`src/rtl/rpath_scheduler.sv`:
```
// rpath_scheduler
// Owns the outgoing (read-side) ping-pong FIFO and shares it between two
// word sources: requester 0 (status/response writer) and requester 1 (bulk
// read-data writer). FIFO halves are activated alternately, words are counted
// per half, and a half is released when it is full or flushed. Access is
// arbitrated with fixed priority (requester 0 first) and each grant is held
// until its owner pulses done.
//
// Ports
//   clk, rst          rising-edge clock, asynchronous active-high reset
//   i_req[1:0]        per-requester access request (level)
//   o_gnt[1:0]        one-hot registered grant
//   i_done[1:0]       owner releases its grant (single-cycle pulse)
//   i_stb[1:0]        per-requester word strobe, honoured only from the owner
//   i_data0, i_data1  requester words
//   o_space           a half is active and has room (combinational)
//   o_drop_stb        owner strobed with no room, word discarded (registered)
//   i_flush           request early release of a partially filled half
//   i_rpath_ready     FIFO halves free for writing
//   o_rpath_activate  active half, one-hot or zero
//   i_rpath_size      capacity of the active half in words
//   o_rpath_data      registered word to the FIFO
//   o_rpath_strobe    registered write pulse to the FIFO
module rpath_scheduler #(
  parameter int DATA_WIDTH = 32,
  parameter int SIZE_WIDTH = 24
) (
  input  logic                  clk,
  input  logic                  rst,
  input  logic [1:0]            i_req,
  output logic [1:0]            o_gnt,
  input  logic [1:0]            i_done,
  input  logic [1:0]            i_stb,
  input  logic [DATA_WIDTH-1:0] i_data0,
  input  logic [DATA_WIDTH-1:0] i_data1,
  output logic                  o_space,
  output logic                  o_drop_stb,
  input  logic                  i_flush,
  input  logic [1:0]            i_rpath_ready,
  output logic [1:0]            o_rpath_activate,
  input  logic [SIZE_WIDTH-1:0] i_rpath_size,
  output logic [DATA_WIDTH-1:0] o_rpath_data,
  output logic                  o_rpath_strobe
);

  typedef enum logic {IDLE, ACTIVE} half_state_t;

  half_state_t           state, state_nxt;
  logic [1:0]            activate_nxt;
  logic                  last_half, last_half_nxt;
  logic                  chosen;
  logic [SIZE_WIDTH-1:0] count, count_nxt;
  logic                  flush_pend, flush_pend_nxt;
  logic                  release_half;
  logic [1:0]            gnt_nxt;
  logic                  owner_stb;
  logic                  accept;
  logic [DATA_WIDTH-1:0] owner_data;

  // Only the current owner's strobe matters; non-owner strobes vanish silently.
  assign owner_stb  = |(o_gnt & i_stb);
  assign owner_data = o_gnt[1] ? i_data1 : i_data0;
  assign o_space    = (state == ACTIVE) && (count < i_rpath_size);
  assign accept     = owner_stb && o_space;

  // Half FSM next state. A flush that cannot release yet (empty half, or a
  // word being accepted this cycle) is remembered until it can.
  always_comb begin
    state_nxt      = state;
    activate_nxt   = o_rpath_activate;
    last_half_nxt  = last_half;
    count_nxt      = count;
    flush_pend_nxt = flush_pend;
    release_half   = 1'b0;
    chosen         = 1'b0;
    case (state)
      IDLE: begin
        if (i_rpath_ready != 2'b00) begin
          // With both halves free, alternate against the last one used.
          chosen         = (i_rpath_ready == 2'b11) ? ~last_half : i_rpath_ready[1];
          state_nxt      = ACTIVE;
          last_half_nxt  = chosen;
          activate_nxt   = chosen ? 2'b10 : 2'b01;
          count_nxt      = '0;
          flush_pend_nxt = 1'b0;
        end
      end
      ACTIVE: begin
        release_half = (count == i_rpath_size) ||
                       ((i_flush || flush_pend) && (count != '0) && !accept);
        if (release_half) begin
          state_nxt      = IDLE;
          activate_nxt   = 2'b00;
          flush_pend_nxt = 1'b0;
        end else begin
          if (accept) begin
            count_nxt = count + 1'b1;
          end
          flush_pend_nxt = flush_pend || i_flush;
        end
      end
      default: begin
        state_nxt    = IDLE;
        activate_nxt = 2'b00;
      end
    endcase
  end

  always_ff @(posedge clk or posedge rst) begin
    if (rst) begin
      state            <= IDLE;
      o_rpath_activate <= 2'b00;
      last_half        <= 1'b1;
      count            <= '0;
      flush_pend       <= 1'b0;
    end else begin
      state            <= state_nxt;
      o_rpath_activate <= activate_nxt;
      last_half        <= last_half_nxt;
      count            <= count_nxt;
      flush_pend       <= flush_pend_nxt;
    end
  end

  // Grant only moves when nobody owns the FIFO; no preemption.
  always_comb begin
    gnt_nxt = o_gnt;
    if (o_gnt == 2'b00) begin
      if (i_req[0]) begin
        gnt_nxt = 2'b01;
      end else if (i_req[1]) begin
        gnt_nxt = 2'b10;
      end
    end else if ((o_gnt & i_done) != 2'b00) begin
      gnt_nxt = 2'b00;
    end
  end

  always_ff @(posedge clk or posedge rst) begin
    if (rst) begin
      o_gnt          <= 2'b00;
      o_rpath_strobe <= 1'b0;
      o_rpath_data   <= '0;
      o_drop_stb     <= 1'b0;
    end else begin
      o_gnt          <= gnt_nxt;
      o_rpath_strobe <= accept;
      o_drop_stb     <= owner_stb && !o_space;
      if (accept) begin
        o_rpath_data <= owner_data;
      end
    end
  end

endmodule

```
`config.mk`:
```
export PLATFORM = sky130hd
export DESIGN_NAME = rpath_scheduler
export DESIGN_NICKNAME = d
export VERILOG_FILES = /design/src/rtl/rpath_scheduler.sv
export SDC_FILE = /design/constraint.sdc
export NUM_CORES = 1
export LEC_CHECK = 0
export CORE_MARGIN = 2
export CORE_UTILIZATION = 46
export CTS_BUF_LIST = sky130_fd_sc_hd__clkbuf_4 sky130_fd_sc_hd__clkbuf_8 sky130_fd_sc_hd__clkbuf_16
export CTS_CLUSTER_DIAMETER = 40
export DETAILED_ROUTE_END_ITERATION = 8
export PLACE_DENSITY = 0.82
export SYNTH_ARGS = -nofsm -noshare
export SYNTH_HDL_FRONTEND = slang
export SYNTH_SLANG_ARGS = --single-unit
```
`constraint.sdc`:
```
create_clock -name clk -period 3.8 [get_ports clk]
set_clock_uncertainty 0.2 [all_clocks]
set_input_delay 0.76 -clock clk [delete_from_list [all_inputs] [get_ports clk]]
set_output_delay 0.76 -clock clk [all_outputs]
set_load 0.03 [all_outputs]
```
# Yosys cells after proc, flatten, opt, wreduce, memory -nomap -nowiden

Index checks and enable logic that the tools add are counted.

Bits in registers: 65
Input bits: 99
Output and inout port bits: 39
Word-level logic and storage cells: 61

Add/sub/neg operators: 1
$lt $le $gt $ge: 1
Equal/unequal tests: 7
Muxes and demuxes: 20
Bitwise logic cells: 4
Reduce and logical (&&, ||, !) cells: 19

Operator list:

| kind                  | count |
|---|---|
| $mux 24               | 3 |
| $pmux 24 s2           | 1 |
| $mux 32               | 1 |
| $add 24x1->24 const B | 1 |
| $eq 24x24->1          | 1 |
| $lt 24x24->1          | 1 |
| $reduce_bool 24->1    | 1 |
| $mux 2                | 7 |
| $reduce_and 2->1      | 3 |
| $reduce_bool 2->1     | 3 |
| $logic_and 1x1->1     | 5 |
| $mux 1                | 5 |
| $and 2x2->2           | 2 |
| $ne 2x1->1 const B    | 2 |
| $ne 2x2->1 const B    | 2 |
| $pmux 1 s2            | 2 |
| $pmux 2 s2            | 1 |
| $ne 3x3->1 const B    | 1 |
| $reduce_and 3->1      | 1 |
| $eq 2x2->1 const B    | 1 |
| $logic_not 1->1       | 2 |
| $logic_not 2->1       | 1 |
| $logic_or 1x1->1      | 2 |
| $not 1->1             | 2 |
| $reduce_or 2->1       | 1 |

# Longest topological paths before layout

Gate-level depths: netlist of run 1.

Depth after elaboration: 8
Depth in mapped cells: 12
Depth with buffers taken out: 10

# Worst setup path after synthesis of run 1

Ideal clock, no wire load.

Path kind: input-to-output
From: input i_rpath_size[23]
To: output o_space
Arrival time: 2.480 ns
Required time: 2.840 ns
Path slack: 0.360 ns
Stages: 7
Buffers on the path: 0
Cells stage by stage: inv_1 > ha_1 > nand4_1 > or4_4 > or3b_1 > nand4b_2 > inv_1

Word-level cells in the longest chain between the ends: 2

RTL lines:

| item               | line | RTL |
|---|---|---|
| start: declaration | 41   | `input logic [SIZE_WIDTH-1:0] i_rpath_size,` |
| $lt 24x24->1       | 63   | `assign o_space = (state == ACTIVE) && (count < i_rpath_size);` |
| $logic_and 1x1->1  | 63   |  |
| end: declaration   | 36   | `output logic o_space,` |

Every way passes these cells.

# Worst setup path in the final report of run 1

From: input i_rpath_size[22]
To: output o_space

The elaborated chain is that of the path after synthesis.

==> results of run 1 <==
[stage by stage]
stage	worst slack (ns)	hold slack, ns	std cells	util [%]	instance area [um2]
3_3_place_gp	-0.162	0.260	667	66.3	5450
3_5_place_dp	-0.196	0.270	667	66.3	5450
6_report	0.146	0.276	685	71.3	5860
5_1_grt	0.0916	0.314	685	71.3	5860
4_1_cts	0.00964	0.287	684	71.1	5840
2_1_floorplan	0.360	0.284	421	-	3880
[worst min path at each step]
stage / startpoint / to / slack, ns / cells after the start
after floorplan: count[6]$_DFFE_PP0P_ / count[6]$_DFFE_PP0P_ / 0.28 / 1
after global placement: o_rpath_data[0]$_DFFE_PP0P_ / o_rpath_data[0]$_DFFE_PP0P_ / 0.26 / 2
after detailed placement: o_rpath_data[27]$_DFFE_PP0P_ / o_rpath_data[27]$_DFFE_PP0P_ / 0.27 / 2
after CTS: o_rpath_data[14]$_DFFE_PP0P_ / o_rpath_data[14]$_DFFE_PP0P_ / 0.29 / 2
after global routing: o_rpath_data[16]$_DFFE_PP0P_ / o_rpath_data[16]$_DFFE_PP0P_ / 0.31 / 2
final: o_rpath_data[14]$_DFFE_PP0P_ / o_rpath_data[14]$_DFFE_PP0P_ / 0.28 / 2
[synthesized netlist by cell type (3+ instances only)]
library cell | number | area share [%]
dfrtp_1 | 64 | 41
nand2_1 | 58 | 5.6
o21ai_0 | 41 | 5.3
mux2i_1 | 38 | 9.8
inv_1 | 36 | 3.5
ha_1 | 26 | 8.4
a21oi_1 | 20 | 2.6
nand4_1 | 14 | 2.3
nor2_1 | 13 | 1.3
nand3_1 | 10 | 1.3
nor3_1 | 9 | 1.2
nor4_1 | 8 | 1.3
clkbuf_1 | 7 | 0.68
and3_1 | 6 | 0.97
buf_6 | 5 | 1.5
o31ai_1 | 5 | 0.97
o21ai_1 | 4 | 0.52
or3_1 | 4 | 0.64
a31o_2 | 3 | 0.68
clkbuf_2 | 3 | 0.39
or4_1 | 3 | 0.58
[cell families after synthesis]
group	Yosys count	share of synthesized area (%)
compound gates	96	15.0
xor+xnor	2	0.451
fa+ha+maj	26	8.38
buf+inv	55	6.45
flops	65	41.9
mux	38	9.80
simple gates	139	18.0
[flip-flops by register name, indices dropped and copies added, names as in the netlist]
register	count
o_rpath_activate	2
o_rpath_data	32
o_drop_stb	1
o_rpath_strobe	1
last_half	1
flush_pend	1
o_gnt	2
state	1
count	24
[tightest hold or removal path, stage by stage (launching register included)]
cell and delay, ns:
dfrtp_1 0.34, nand2_1 0.04, o21ai_0 0.06
[metal layers]
metal / up-vias / part of all wire [%]
li1: 1818 / -
met1: 1790 / 39
met2: 125 / 54
met3: 20 / 5.5
met4: 0 / 1.6
met5: - / 0
[cell type report]
class                   count  area share (%)
multi-input cells         301            37.0
flip-flops and latches     65            27.8
repair buffers            161            26.6
clock buffers              12            2.71
inverters                  37            2.37
well taps                 105            2.24
clock inverters             4            1.28
[what timing repair did]
item                                    4_1_cts  5_1_grt
cloned                                        0        0
buffers inserted                              1        1
resized for setup                            39        5
pin swaps                                    16        4
endpoints found under the setup margin        1        2
[where the power goes]
part	internal (uW)	switching, uW	total (uW)
sequential	914	168	1080
clock	413	265	678
combinational	738	975	1710
total	2060	1410	3470
==> impl_metrics.ini, run 1 <==
[outcome]
status = completed

[routing]
vias = 3753
ant_nets = 0
drt_iter0_markers = 177
routedWlPerCell_um = 16.0
drtPass1Iterations = 5
vias_per_cell = 5.48
drc = 0
routed_wl_um = 10900

[floorplanning]
fp.dieH_um = 95.9
die-area_um2 = 9190
std_cell_rows = 33
design.core.area_um2 = 8220
floorplan.initialDensity_pct = 47.3
die_w_um = 95.9
io_pins = 138

[timing]
hold_violations = 0
period_needed_ns = 3.65
setup_viol = 0
rsz0062_at_grt = false
slew-limit-headroom_pct = 51.5
final_max_slew_viol_count = 0
fin_crit_sh_pct = 96.2
worstMarginPinSlew_ns = 0.726
setup_tns_ns = 0
clock.fmax_mhz = 274

[worst_setup_path]
rr_endpoint = count[14]$_DFFE_PP0P_
setup.worst_path.start_class = input pin
crit_slowest_cell = or4_4
critPathCapture = o_space
path_cells = dlygate4sd2_1, inv_2, ha_4, nand4_1, or4_4, or3b_4, nand4b_4, inv_2, buf_6
path_depth = 9
worst_setup_path_end_kind = output pin
worstRegToRegCells = 10
crit_required_ns = 2.84
crit_family = simple AND/OR/NAND/NOR gates
arrival_ns = 2.69
critPathKind = in -> out
path_max_fanout = 2
startpoint = i_rpath_size[22]
r2r_setup_slack_ns = 0.47
path_buf_inv = 4
cpMostUsedCell = inv_2
cpPeakStageDelay_ns = 0.56
timing.rr.start = count[11]$_DFFE_PP0P_

[finish]
fillers = 614
layout.nets = 700
regArea_um2 = 1630
antennaDiodeCount = 0
multiInputGateArea_um2 = 2170
final_cell_mix = clkdlybuf4s50_1, dfrtp_1, nand2_1, o21ai_0, mux2i_1
drive_gt1_share_pct = 14.0
area_delta_synth_final_pct = 50.8
layout_commonest_cell = clkdlybuf4s50_1

[synthesis]
synth-edff-count = 0
synth.avg_cell_area_um2 = 9.22
syn-cell-area_um2 = 3880
syn_nets = 546
synth_cells = 421
ys_types = 55
yosysWarningCount = 0
ys.flop_type = dfrtp_1
async_reset_ff_share_pct = 100
ys_seq_area_share_pct = 41.9
ys_ff_latch = 65

[global_routing]
grtUsageMet1_pct = 27.6
grt_pass1_wl_um = 17100
antenna_found_initial = 0
use_met3_pct = 6.34
grt_pass1_vias = 3720
grt_use_total_pct = 24.1
grt_max_degree = 64
overflow = 0
gr-usage-met2_pct = 42.9
grt.busiest_layer = met2

[min_path]
worstHoldPathType = reg -> reg

[pwr]
ir_drop_uv = 449
power.density_nw_per_um2 = 593
p_leak_uw = 0.00258
total_power_uw = 3470

[clock_tree]
hold_buffers = 0
cts_buffers = 9
cts_tree = yes
cts_sinks = 65
clk_latency_ns = 0.34
cts.root.buffer_cell = clkbuf_8
clockBufferDepth = 2
clkTransAtPathRegs_ns = 0.07
htree_levels = 3

[run]
drv_cap = 0

[placed_design]
gp_congestion = 0.896
numPortBuffers = 137
dpl.hpwl_um = 8090
No activity file was read; power rests on OpenSTA's default activity.
==> run 2: changes to the inputs <==
- GPL_TIMING_DRIVEN: unset -> 0
==> impl_metrics.ini, run 2 (synthesized netlist as in run 1, its figures left out) <==
[outcome]
status = completed

[clock_tree]
cts_tree = yes
htree_levels = 3
hold_buffers = 0
cts.root.buffer_cell = clkbuf_8
cts_buffers = 9
clkTransAtPathRegs_ns = 0.06
cts_sinks = 65
clockBufferDepth = 2
clk_latency_ns = 0.34

[finish]
area_delta_synth_final_pct = 49.8
fillers = 673
post-route-util_pct = 70.8
stdcell_count = 686
final_cell_mix = clkdlybuf4s50_1, dfrtp_1, nand2_1, o21ai_0, mux2i_1
layout.nets = 702
layout_commonest_cell = clkdlybuf4s50_1
drive_gt1_share_pct = 12.9
top_register = o_rpath_data
antennaDiodeCount = 0
fin_area_um2 = 5820
largest_reg_flops = 32
reg_top3 = o_rpath_data (32), count (24)

[pwr]
combPwrFrac_pct = 52.4
p_leak_uw = 0.00255
ir_drop_uv = 428
p_seq_share_pct = 31.1
p_sw_share_pct = 42.6
internal_power_uw = 1940
power.density_nw_per_um2 = 580
p_sw_uw = 1440
clock_power_share_pct = 16.5

[global_routing]
grt_pass1_wl_um = 18000
grt_pass1_vias = 3740
antenna_found_initial = 0
grt_max_degree = 43
grt_use_total_pct = 25.3
overflow = 0

[placed_design]
gp_congestion = 0.872
dp_cells = 664
dpl_cell_area_um2 = 5410
dp_slack_ns = -0.819
numPortBuffers = 137
dpl.hpwl_um = 8720

[timing]
fin_crit_sh_pct = 97.2
period_needed_ns = 3.69
final_max_slew_viol_count = 0
hold_violations = 0
slew-limit-headroom_pct = 52.1
worstMarginPinSlew_ns = 0.715
clock.fmax_mhz = 271
setup_viol = 0
rsz0062_at_grt = false
worst_slack_ns = 0.106

[routing]
drc = 0
drtPass1Iterations = 5
vias = 3854
vias_per_cell = 5.62
ant_nets = 0
routed_wl_um = 11600
drt_iter0_markers = 264
routedWlPerCell_um = 16.9

[worst_setup_path]
critPathKind = in -> reg
crit_family = simple AND/OR/NAND/NOR gates
path_cells = clkdlybuf4s50_1, inv_1, ha_1, nand4_1, o21bai_1, o21bai_1, nand4b_4, buf_4, buf_4, or3_1, buf_2, nor4_2, mux2i_1
crit_required_ns = 3.87
worst_setup_path_end_kind = flop
path_buf_inv = 5
cpPeakStageDelay_ns = 0.46
setup.worst_path.start_class = input pin
path_max_fanout = 10
arrival_ns = 3.76
crit_slowest_cell = clkdlybuf4s50_1

[run]
drv_cap = 0

[floorplanning]
die-area_um2 = 9190
floorplan.initialDensity_pct = 47.3
io_pins = 138
design.core.area_um2 = 8220
die_w_um = 95.9
fp.dieH_um = 95.9
std_cell_rows = 33

[min_path]
worstHoldPathType = reg -> reg
run 2: per-stage QoR:
stage	TNS, ns	total power, uW	hold WS [ns]
floorplan	0	2040	0.284
global placement	-6.61	2720	0.260
detailed placement	-9.64	2780	0.269
CTS	0	3380	0.284
global route	0	3570	0.301
finish	0	3380	0.279
run 2: final timing paths:
check / start / end / slack (ns) / cells after the start
setup / recovery: i_rpath_size[5] / count[17]$_DFFE_PP0P_ / 0.11 / 13
hold / removal: o_rpath_data[2]$_DFFE_PP0P_ / o_rpath_data[2]$_DFFE_PP0P_ / 0.28 / 2
setup reg to reg: count[21]$_DFFE_PP0P_ / count[19]$_DFFE_PP0P_ / 0.35 / 9
hold reg to reg: o_rpath_data[2]$_DFFE_PP0P_ / o_rpath_data[2]$_DFFE_PP0P_ / 0.28 / 2
max in group asynchronous: rst / last_half$_DFFE_PP1P_ / 2.16 / 3
min in group asynchronous: rst / count[13]$_DFFE_PP0P_ / 0.57 / 2
run 2: repair_timing:
action	in CTS	in global routing
buffers inserted	5	2
endpoints found under the setup margin	2	8
gates resized for setup	45	8
endpoints found under the hold margin	0	0
pin swaps	16	5
cloned	0	0
run 2: final cells by class:
| cell class | count | area [um2] | share of cell area, % |
|---|---|---|---|
| inverter | 37 | 139 | 2.39 |
| buffer | 18 | 111 | 1.91 |
| sequential | 65 | 1630 | 28.0 |
| clock inverter | 6 | 60.1 | 1.03 |
| tap | 105 | 131 | 2.26 |
| multi-input combinational | 301 | 2180 | 37.5 |
| clock buffer | 9 | 124 | 2.13 |
| timing repair buffer | 145 | 1440 | 24.8 |
run 2: worst register-to-register path, cell delays in order, from the launching register on:
cell      delay [ns]
dfrtp_1         0.48
ha_4            0.31
nand4_1         0.13
or4_4           0.58
buf_4           0.16
o31ai_2         0.58
or3_1           0.30
buf_2           0.29
o211ai_1        0.17
o31ai_1         0.14
run 2: metal layers:
metal | GRT usage [%] | wire length (um) | vias to the layer above
met3 | 4.70 | 651 | 36
li1 | - | - | 1822
met2 | 43.8 | 6060 | 151
met4 | 9.52 | 327 | 0
met5 | 0 | 0 | -
met1 | 31.5 | 4530 | 1845
run 2: power by group through the flow:
stage | logic [uW] | clock network, uW | registers (uW)
after floorplan | 633 | 0 | 1410
final | 1770 | 557 | 1050
after detailed placement | 1720 | 0 | 1060
after global routing | 1890 | 598 | 1080
after global placement | 1670 | 0 | 1050
after CTS | 1770 | 565 | 1050
==> run 3: changes to the inputs <==
- CORE_UTILIZATION: 46 -> 50
- DONT_BUFFER_PORTS: unset -> 1
- PLACE_DENSITY: 0.82 -> 0.62
==> impl_metrics.ini, run 3 (synthesized netlist as in run 1, its figures left out) <==
[finish]
multiInputGateArea_um2 = 2000
fillers = 729
drive_gt1_share_pct = 8.92
stdcell_count = 539
post-route-util_pct = 55.9
reg_top3 = o_rpath_data (32), count (24)
top_register = o_rpath_data
final_cell_mix = dfrtp_1, nand2_1, o21ai_0, mux2i_1, inv_1
layout_commonest_cell = dfrtp_1
regArea_um2 = 1630
area_delta_synth_final_pct = 9.44
layout.nets = 557
largest_reg_flops = 32
antennaDiodeCount = 0

[global_routing]
overflow = 0
grt_max_degree = 66
antenna_found_initial = 0
grt_pass1_wl_um = 14600
grt_use_total_pct = 21.8
grt_pass1_vias = 3038

[placed_design]
dpl.hpwl_um = 6830
numPortBuffers = 0
gp_congestion = 0.820
dp_cells = 523

[worst_setup_path]
arrival_ns = 2.69
crit_required_ns = 2.84
path_max_fanout = 7
critPathKind = reg -> out
setup.worst_path.start_class = flop
worst_setup_path_end_kind = output pin
worstRegToRegCells = 8

[floorplanning]
die_w_um = 92.1
io_pins = 138
die-area_um2 = 8490
floorplan.initialDensity_pct = 51.0
fp.dieH_um = 92.1
design.core.area_um2 = 7610
std_cell_rows = 32

[timing]
hold_violations = 0
fin_crit_sh_pct = 96.0
final_max_slew_viol_count = 0
setup_viol = 0
rsz0062_at_grt = false
period_needed_ns = 3.65
slew-limit-headroom_pct = 37.6
clock.fmax_mhz = 274
worstMarginPinSlew_ns = 0.928
setup_tns_ns = 0

[pwr]
p_leak_uw = 0.00197
ir_drop_uv = 465
total_power_uw = 2940
power.density_nw_per_um2 = 693

[routing]
routedWlPerCell_um = 16.7
ant_nets = 0
drc = 0
vias_per_cell = 5.84
drtPass1Iterations = 4
drt_iter0_markers = 153
vias = 3149
routed_wl_um = 9020

[outcome]
status = completed

[clock_tree]
cts.root.buffer_cell = clkbuf_8
clk_latency_ns = 0.34
cts_setup_buffers = 0
htree_levels = 3
cts_buffers = 9
clkTransAtPathRegs_ns = 0.07
cts_tree = yes
cts_sinks = 65
clockBufferDepth = 2

[min_path]
worstHoldPathType = in -> async

[run]
drv_cap = 0
[run 3: cell types whose count changed in the layout (fill, tap and decap cells not counted), sizes merged]
cell,delta
buf,-9
clkdlybuf4s50,-120
bufinv,+1
clkbuf,+2
clkinvlp,-1
dlymetal6s2s,-4
clkinv,-3
inv,+2
dlygate4sd2,-12
[run 3: what timing repair did]
item / CTS / global route
hold endpoints to repair: 0 / 0
gates resized for setup: 0 / 1
endpoints found under the setup margin: 0 / 1
hold buffers: 0 / 0
[run 3: layout make-up]
type,count,share of cell area [%]
plain buffers,18,2.62
multi-input cells,301,47.2
flip-flops and latches,65,38.3
well taps,102,3.00
clock buffers,11,3.56
inverters,37,3.33
clock inverters,5,2.00
[run 3: metrics by stage]
step | area [um2] | hold WS [ns] | worst slack [ns]
finish | 4250 | 0.246 | 0.152
CTS | 4250 | 0.268 | 0.0920
floorplan | 3880 | 0.284 | 0.360
detailed placement | 4010 | 0.318 | 0.141
global route | 4250 | 0.283 | 0.0466
global placement | 4010 | 0.307 | 0.156
[run 3: per-layer routing]
| metal | up-vias | global-route usage [%] | wire length (um) |
|---|---|---|---|
| met2 | 88 | 35.5 | 4450 |
| met4 | 0 | 6.34 | 83 |
| met3 | 11 | 6.00 | 540 |
| met1 | 1514 | 28.7 | 3950 |
| met5 | - | 0 | 0 |
| li1 | 1536 | - | - |
[run 3: worst paths after layout]
check | startpoint | endpoint | slack, ns
worst max-delay path | count[22]$_DFFE_PP0P_ | o_space | 0.15
worst min-delay path | rst | o_rpath_data[16]$_DFFE_PP0P_ | 0.25
worst max register to register | count[22]$_DFFE_PP0P_ | count[17]$_DFFE_PP0P_ | 0.48
worst min register to register | count[6]$_DFFE_PP0P_ | count[6]$_DFFE_PP0P_ | 0.33
max in group asynchronous | rst | count[17]$_DFFE_PP0P_ | 2.64
min in group clk | i_req[0] | o_gnt[1]$_DFFE_PP0P_ | 0.31
[run 3: power by group]
part           internal (uW)  leakage [uW]  total [uW]  switching, uW
Combinational            304       0.00101         808            504
Clock                    410      0.000117         688            278
Sequential               908      0.000841        1450            539
Total                   1620       0.00197        2940           1320
[run 3: critical path: stages (launching register included)]
cell and delay [ns]:
dfrtp_1 0.47, ha_1 0.33, nand4_1 0.18, or4_4 0.62
or3b_1 0.40, nand4b_2 0.21, inv_2 0.13
